--- src/rtl/muldiv_unit_pkg.sv ---
// Shared types for the RV32M multiply/divide unit: funct3 op encodings, FSM states
// and small op-classification helpers.
package muldiv_unit_pkg;

  localparam int MDU_OP_WIDTH = 3;

  typedef enum logic [MDU_OP_WIDTH-1:0] {
    OP_MUL    = 3'd0,
    OP_MULH   = 3'd1,
    OP_MULHSU = 3'd2,
    OP_MULHU  = 3'd3,
    OP_DIV    = 3'd4,
    OP_DIVU   = 3'd5,
    OP_REM    = 3'd6,
    OP_REMU   = 3'd7
  } mdu_op_t;

  typedef enum logic [2:0] {
    ST_IDLE = 3'd0,
    ST_MUL  = 3'd1,
    ST_DIV  = 3'd2,
    ST_FIX  = 3'd3,
    ST_DONE = 3'd4
  } mdu_state_t;

  function automatic logic op_is_div(input mdu_op_t op);
    return op inside {OP_DIV, OP_DIVU, OP_REM, OP_REMU};
  endfunction

  function automatic logic op_is_rem(input mdu_op_t op);
    return op inside {OP_REM, OP_REMU};
  endfunction

  function automatic logic a_is_signed(input mdu_op_t op);
    return op inside {OP_MULH, OP_MULHSU, OP_DIV, OP_REM};
  endfunction

  function automatic logic b_is_signed(input mdu_op_t op);
    return op inside {OP_MULH, OP_DIV, OP_REM};
  endfunction

endpackage

--- src/rtl/mdu_div_core.sv ---
// Restoring divider datapath on unsigned magnitudes: one quotient bit per step_i.
// The controlling FSM and sign fix-up live in muldiv_unit.
module mdu_div_core #(
  parameter int XLEN = 32
) (
  input  logic            clk,
  input  logic            rst_n,
  input  logic            load_i,
  input  logic            step_i,
  input  logic [XLEN-1:0] dividend_i,
  input  logic [XLEN-1:0] divisor_i,
  output logic [XLEN-1:0] quotient_o,
  output logic [XLEN-1:0] remainder_o
);

  logic [XLEN-1:0] rem_q;
  logic [XLEN-1:0] quo_q;
  logic [XLEN-1:0] dvsr_q;
  logic [XLEN:0]   shifted;
  logic [XLEN:0]   diff;

  // Partial remainder stays below the divisor, so the top bit of diff is a clean borrow flag.
  assign shifted = {rem_q, quo_q[XLEN-1]};
  assign diff    = shifted - {1'b0, dvsr_q};

  always_ff @(posedge clk or negedge rst_n) begin
    if (!rst_n) begin
      rem_q  <= '0;
      quo_q  <= '0;
      dvsr_q <= '0;
    end else if (load_i) begin
      rem_q  <= '0;
      quo_q  <= dividend_i;
      dvsr_q <= divisor_i;
    end else if (step_i) begin
      if (!diff[XLEN]) begin
        rem_q <= diff[XLEN-1:0];
        quo_q <= {quo_q[XLEN-2:0], 1'b1};
      end else begin
        rem_q <= shifted[XLEN-1:0];
        quo_q <= {quo_q[XLEN-2:0], 1'b0};
      end
    end
  end

  assign quotient_o  = quo_q;
  assign remainder_o = rem_q;

endmodule

--- src/rtl/muldiv_unit.sv ---
// Iterative RV32M multiply/divide unit for the Execute stage; requests a pipeline stall while
// an M-op is in flight. Define MDU_FAST_MUL_EN for single-cycle multiplies (divides unchanged).
module muldiv_unit
  import muldiv_unit_pkg::*;
#(
  parameter int XLEN = 32
) (
  input  logic                    clk,
  input  logic                    rst_n,
  input  logic                    start_i,
  input  logic [MDU_OP_WIDTH-1:0] op_i,
  input  logic [XLEN-1:0]         a_i,
  input  logic [XLEN-1:0]         b_i,
  input  logic [4:0]              rd_addr_i,
  input  logic                    flush_i,
  output logic                    stall_req_o,
  output logic                    result_valid_o,
  output logic [XLEN-1:0]         result_o,
  output logic [4:0]              rd_addr_o
);

  localparam int CW = $clog2(XLEN) + 1;

  // Handshake: start_i is a level held by EX while stall_req_o is high; an op is accepted on
  // the edge ending an IDLE cycle with start_i && !flush_i, and result_valid_o pulses once in DONE.

  mdu_state_t state, state_nxt;

  mdu_op_t           op_in, op_q;
  logic              a_neg_in, b_neg_in, a_neg_q, b_neg_q;
  logic [XLEN-1:0]   a_mag_in, b_mag_in;
  logic              div_by_zero, div_ovf, special;
  logic [XLEN-1:0]   special_res;
  logic              accept, last_step;
  logic              mul_step, div_step, div_load;
  logic [CW-1:0]     count;
  logic [2*XLEN-1:0] prod, mcand, prod_s;
  logic [XLEN-1:0]   mplier;
  logic [XLEN-1:0]   quo, rem, quo_s, rem_s;
  logic              res_neg;
  logic [XLEN-1:0]   fix_res;

  assign op_in    = mdu_op_t'(op_i);
  assign a_neg_in = a_is_signed(op_in) & a_i[XLEN-1];
  assign b_neg_in = b_is_signed(op_in) & b_i[XLEN-1];
  assign a_mag_in = a_neg_in ? -a_i : a_i;
  assign b_mag_in = b_neg_in ? -b_i : b_i;

  // RISC-V defines these divide corner cases without trapping; they finish in one cycle.
  assign div_by_zero = op_is_div(op_in) && (b_i == '0);
  assign div_ovf     = (op_in inside {OP_DIV, OP_REM}) &&
                       (a_i == {1'b1, {(XLEN-1){1'b0}}}) && (b_i == '1);
  assign special     = div_by_zero || div_ovf;

  always_comb begin
    special_res = '0;
    if (div_by_zero) special_res = op_is_rem(op_in) ? a_i : '1;
    else if (div_ovf) special_res = op_is_rem(op_in) ? '0 : a_i;
  end

`ifdef MDU_FAST_MUL_EN
  logic [2*XLEN-1:0] a_ext, b_ext, fast_prod;
  logic [XLEN-1:0]   fast_res;
  assign a_ext     = {{XLEN{a_neg_in}}, a_i};
  assign b_ext     = {{XLEN{b_neg_in}}, b_i};
  assign fast_prod = a_ext * b_ext;
  assign fast_res  = (op_in == OP_MUL) ? fast_prod[XLEN-1:0] : fast_prod[2*XLEN-1:XLEN];
`endif

  assign accept    = (state == ST_IDLE) && start_i && !flush_i;
  assign last_step = (count == CW'(XLEN - 1));

  always_ff @(posedge clk or negedge rst_n) begin
    if (!rst_n) state <= ST_IDLE;
    else        state <= state_nxt;
  end

  always_comb begin
    state_nxt = state;
    case (state)
      ST_IDLE: begin
        if (accept) begin
          if (special)               state_nxt = ST_DONE;
          else if (op_is_div(op_in)) state_nxt = ST_DIV;
          else begin
`ifdef MDU_FAST_MUL_EN
            state_nxt = ST_DONE;
`else
            state_nxt = ST_MUL;
`endif
          end
        end
      end
      ST_MUL:  if (last_step) state_nxt = ST_FIX;
      ST_DIV:  if (last_step) state_nxt = ST_FIX;
      ST_FIX:  state_nxt = ST_DONE;
      ST_DONE: state_nxt = ST_IDLE;
      default: state_nxt = ST_IDLE;
    endcase
    if (flush_i) state_nxt = ST_IDLE;
  end

  always_comb begin
    stall_req_o    = rst_n && (accept || (state inside {ST_MUL, ST_DIV, ST_FIX}));
    result_valid_o = (state == ST_DONE);
    mul_step       = (state == ST_MUL);
    div_step       = (state == ST_DIV);
    div_load       = accept && op_is_div(op_in) && !special;
  end

  mdu_div_core #(.XLEN(XLEN)) u_div_core (
    .clk         (clk),
    .rst_n       (rst_n),
    .load_i      (div_load),
    .step_i      (div_step),
    .dividend_i  (a_mag_in),
    .divisor_i   (b_mag_in),
    .quotient_o  (quo),
    .remainder_o (rem)
  );

  // Sign fix-up: product and quotient negate when operand signs differ; remainder follows dividend.
  assign res_neg = a_neg_q ^ b_neg_q;
  assign prod_s  = res_neg ? -prod : prod;
  assign quo_s   = res_neg ? -quo : quo;
  assign rem_s   = a_neg_q ? -rem : rem;

  always_comb begin
    fix_res = '0;
    case (op_q)
      OP_MUL:                       fix_res = prod_s[XLEN-1:0];
      OP_MULH, OP_MULHSU, OP_MULHU: fix_res = prod_s[2*XLEN-1:XLEN];
      OP_DIV, OP_DIVU:              fix_res = quo_s;
      OP_REM, OP_REMU:              fix_res = rem_s;
      default:                      fix_res = '0;
    endcase
  end

  always_ff @(posedge clk or negedge rst_n) begin
    if (!rst_n) begin
      op_q      <= OP_MUL;
      a_neg_q   <= 1'b0;
      b_neg_q   <= 1'b0;
      count     <= '0;
      prod      <= '0;
      mcand     <= '0;
      mplier    <= '0;
      result_o  <= '0;
      rd_addr_o <= '0;
    end else if (accept) begin
      op_q      <= op_in;
      a_neg_q   <= a_neg_in;
      b_neg_q   <= b_neg_in;
      rd_addr_o <= rd_addr_i;
      count     <= '0;
      prod      <= '0;
      mcand     <= {{XLEN{1'b0}}, a_mag_in};
      mplier    <= b_mag_in;
      if (special) result_o <= special_res;
`ifdef MDU_FAST_MUL_EN
      else if (!op_is_div(op_in)) result_o <= fast_res;
`endif
    end else if (mul_step) begin
      count  <= count + CW'(1);
      if (mplier[0]) prod <= prod + mcand;
      mcand  <= mcand << 1;
      mplier <= mplier >> 1;
    end else if (div_step) begin
      count <= count + CW'(1);
    end else if (state == ST_FIX) begin
      result_o <= fix_res;
    end
  end

endmodule
--- config.mk ---
export PLATFORM = sky130hd
export DESIGN_NAME = muldiv_unit
export DESIGN_NICKNAME = d
export VERILOG_FILES = /design/src/rtl/muldiv_unit_pkg.sv /design/src/rtl/mdu_div_core.sv /design/src/rtl/muldiv_unit.sv
export SDC_FILE = /design/constraint.sdc
export NUM_CORES = 1
export LEC_CHECK = 0
export BUFFER_PORTS_ARGS = -buffer_cell sky130_fd_sc_hd__clkbuf_2
export CAP_MARGIN = 20
export CORE_MARGIN = 1
export CORE_UTILIZATION = 60
export CTS_CLUSTER_SIZE = 25
export DETAILED_ROUTE_END_ITERATION = 6
export PLACE_DENSITY = 0.78
export SETUP_SLACK_MARGIN = 0.15
export SYNTH_ARGS = -nofsm -noshare
export SYNTH_HDL_FRONTEND = slang
export SYNTH_HIERARCHICAL = 1
export SYNTH_SLANG_ARGS = --single-unit
export TNS_END_PERCENT = 20
--- constraint.sdc ---
create_clock -name clk -period 3.55 [get_ports clk]
set_input_delay 0.71 -clock clk [delete_from_list [all_inputs] [get_ports clk]]
set_output_delay 0.71 -clock clk [all_outputs]
set_load 0.02 [all_outputs]
==> summary.txt <==
Die
  • # rows: 72
  • Initial Utilization: 61.1%
  • # IOs: 115
  • Die ar.: a little over 40000 µm²
  • Area of the core: 38800 µm²
  • Die X: around 200 µm
  • Chip Height: about 200 µm

GRT
  • GRT Total Usage: 43.7%
  • Largest net degree at the start of global routing: between 100 and 150
  • GR Overflow Total: 0
  • Initial antenna violation count: 2
  • Global-route wire length before repair: ~140000 µm
  • Vias in the first global route: 23965

CTS
  • Clock root cell: clkbuf_16
  • Clock transition at path regs: 0.06 ns
  • # clock sinks: 307
  • Worst-case clock buffer depth: 3
  • CTS tree: built
  • CTS H-tree depth: 2
  • Clk Latency, worst-skew pair: 0.57 ns
  • Num CTS Buffers: 37

Timing
  • Normalized max-slew margin: about two fifths
  • Setup-failing EPs final: 5
  • Final hold violation count: 0
  • PnR worst setup slack: -0.0999 ns
  • Worst slew pin tran: 0.898 ns
  • Achievable clock frequency: 274 MHz
  • Hold WS: 0.0297 ns
  • RSZ-0062 raised after global routing: yes
  • Final slew viol count: 0
  • Clock Skews: approximately 0.027 ns
  • Minimum clock period: 3.65 ns
  • Period Utilization, post-route: 103%

Critical path
  • WP data arrival: roughly 4.1 ns
  • Worst path cell trace: ha_2 > inv_2 > fa_2 > a211oi_2 > nor2_2 > a221o_1 > a32oi_4 > a2111oi_4 > o21a_2 > or4_1 > a311oi_1
  • Critical Path Start Type: flip-flop
  • Setup crit end kind: flip-flop
  • Crit path required time: ~4.0 ns
  • Worst setup path class: reg -> reg
  • Crit path buffers/inverters: 1
  • Slowest Stage Delay on Critical Path: 0.56 ns
  • Crit Path Max Fanout: 4
  • CP delay by family, top: compound AO/OA/AOI/OAI gates
  • Critical Path Slowest Stage Cell: or4_1

Route
  • Via count: 25455
  • TritonRoute pass-1 iters: 7
  • Antenna Nets Post-Route: 0
  • 1st-iter DRT viols: 3032
  • DR DRC count: 0
  • Wirelength, routed: 90600 µm
  • DR vias/cell: roughly 6.8
  • DR WL/cell: 24.2 µm

Run
  • # Max-Cap Violations: 0

Run status
  • Violated checks: setup timing
  • Status: finished with violations

Pwr
  • P_sw: 13.5 mW
  • Clock power share: 14.6%
  • Sw Share: 50.1%
  • Combinational share of power: about three fifths
  • Leakage: about 12 nW
  • Power Internal: 13.4 mW
  • Maximum VDD drop: ~780 µV
  • Pwr Density: 963 nW/µm²
  • Power share of the sequential group: 23.8%

Finish
  • Share of cells above drive strength 1: 15.9%
  • Nets: around 3400
  • Final Core Density: 71.8%
  • Filler-free cell count of the finished design: approximately 3800
  • P&R area growth vs syn: 17.6%

Synthesis
  • Synthesized Nets: around 3200
  • Yosys warns: 6
  • Gate Count Post-Synth: 3000
  • Async set-reset flop share out of synthesis: 100%
  • EDFF count, synth: 0
  • Top FF cell, synth: dfrtp_1
  • Synth unique cells: 91
  • Syn Area/Cell: 7.91 µm²
  • Register area share after synthesis: 32.4%
  • Netlist Area Pre-Place: 23700 µm²
  • Post-synthesis register bit count: 307

Placement
  • IO Port Bufs: 114
  • Final Wtd Congestion: 1.04
  • Dpl hpwl: 67400 µm
  • Placed Cells incl. Taps: 3673

Hold path
  • Hold WC Path Type: in -> async
power by group through the flow:
stage	Clock [mW]	Sequential, mW	Combinational (mW)
finish	3.93	6.40	16.5
CTS	3.93	6.25	15.3
detailed placement	0	6.29	15.2
global route	4.06	6.48	17.7
floorplan	0	6.16	9.74
global placement	0	6.23	14.8
layer usage:
metal / vias to the layer above / share of wire, % / track usage (%)
li1: 11317 / - / -
met1: 12133 / 39 / 56.9
met2: 1654 / 43 / 66.6
met3: 349 / 11 / 8.41
met4: 2 / 7.3 / 28.7
met5: - / 0.021 / 0
cells in the mapped netlist, types with 7 or more instances:
cell | instances | area share, %
nand4_1 | 56 | 1.5
and3_1 | 26 | 0.69
a31oi_1 | 38 | 1.0
o211ai_1 | 27 | 0.85
nor3b_1 | 8 | 0.25
a22oi_1 | 60 | 1.9
nand2_1 | 458 | 7.2
o41ai_1 | 14 | 0.52
nor2_1 | 206 | 3.3
nand3_1 | 149 | 3.1
buf_1 | 17 | 0.27
xor2_1 | 123 | 4.5
a41oi_1 | 7 | 0.26
buf_2 | 11 | 0.23
nor3_1 | 62 | 1.3
mux2i_1 | 38 | 1.6
xnor2_1 | 130 | 4.8
o21a_1 | 23 | 0.73
a311oi_1 | 23 | 0.85
nor2b_1 | 12 | 0.32
o21ai_0 | 286 | 6.0
a211o_1 | 8 | 0.30
a21oi_1 | 180 | 3.8
nand2b_1 | 19 | 0.50
inv_1 | 88 | 1.4
o2111ai_1 | 10 | 0.37
o31ai_1 | 38 | 1.2
dfrtp_1 | 307 | 32
o221ai_1 | 16 | 0.59
and2_1 | 12 | 0.32
o31a_1 | 9 | 0.33
or3_1 | 25 | 0.66
a21o_1 | 46 | 1.5
a221oi_1 | 7 | 0.26
nor4_1 | 28 | 0.74
o22ai_1 | 10 | 0.26
o21ai_1 | 9 | 0.19
ha_1 | 102 | 5.4
or4_1 | 22 | 0.70
a211oi_1 | 18 | 0.57
o21bai_1 | 15 | 0.47
clkbuf_1 | 152 | 2.4
cells in the final DEF (no fill, tap or decap), types with 15 or more instances in the layout:
cell type	instances
nor3_1	60
or3_1	23
nand4_1	56
buf_4	215
nand2b_1	19
o21a_1	22
nor4_1	25
o221ai_1	15
a31oi_1	37
clkbuf_2	113
o21ai_1	18
mux2i_1	38
a21oi_1	175
a211oi_1	15
a22oi_1	60
a311oi_1	15
nand2_1	457
o21bai_1	15
a21o_1	46
and3_1	24
nand3_1	147
inv_1	87
xnor2_1	127
o21ai_0	268
dfrtp_1	306
o31ai_1	36
clkbuf_16	39
nor2_1	200
xor2_1	122
ha_1	95
or4_1	21
o211ai_1	27
worst reg2reg max path: stages (launching register included):
cell and delay (ns):
dfrtp_1 0.41, ha_2 0.23, inv_2 0.05, fa_2 0.37, a211oi_2 0.25, nor2_2 0.08, a221o_1 0.41, a32oi_4 0.34
a2111oi_4 0.15, o21a_2 0.33, or4_1 0.57, a311oi_1 0.35
kinds of logic after synthesis:
kind of cell             after synthesis  share of synthesized area (%)
buffers and inverters                274                           4.50
flip-flops                           307                           32.4
AO/OA/AOI/OAI                        899                           24.3
XOR/XNOR                             253                           9.34
multiplexers                          42                           1.79
AND/OR/NAND/NOR                     1121                           22.1
adder cells (fa/ha/maj)              104                           5.55
stage by stage:
stage	cell area (µm²)	setup slack, ns	total power, mW	TNS, ns
after detailed placement	26200	-0.0996	21.5	-2.63
after global routing	27900	-0.130	28.2	-0.729
after global placement	26200	0.00202	21.1	0
after floorplan	23700	0.139	15.9	0
after CTS	27400	0.136	25.5	0
final	27900	-0.0999	26.9	-0.164
sequential cells by signal (all words and copies together), names as in the netlist:
| register | count |
|---|---|
| mcand | 64 |
| prod | 64 |
| mplier | 32 |
| result_o | 32 |
| u_div_core/dvsr_q | 32 |
| u_div_core/quotient_o | 32 |
| u_div_core/remainder_o | 32 |
| count | 6 |
| rd_addr_o | 5 |
| op_q | 3 |
| state | 3 |
| a_neg_q | 1 |
| b_neg_q | 1 |
layout make-up:
class                   instances  area (µm²)
multi-input cells            2419       15400
fillers                      2967       10900
flip-flops and latches        307        7680
repair buffers                350        2560
clock buffers                  53        1110
well taps                     518         648
inverters                      88         330
clock inverters                14         133
diodes                          1        2.50
repair_timing:
action / in CTS / in global routing
pin swaps: 1 / 29
hold buffers: 0 / 0
gates resized for setup: 2 / 95
setup endpoints to repair: 7 / 55
gates cloned: 0 / 3
setup buffers: 0 / 6
final timing paths:
check	startpoint	endpoint	slack (ns)	depth (start not counted)
max	u_div_core/dvsr_q[0]	u_div_core/remainder_o[4]	-0.1	11
min	rst_n	result_o[26]	0.03	1
max reg2reg	u_div_core/dvsr_q[0]	u_div_core/remainder_o[4]	-0.1	11
min reg2reg	result_o[31]	result_o[31]	0.49	2
max in group asynchronous	rst_n	u_div_core/dvsr_q[26]	2.39	2
min in group clk	rd_addr_i[3]	rd_addr_o[3]	0.33	3
Power figures use the tool's default switching activity.
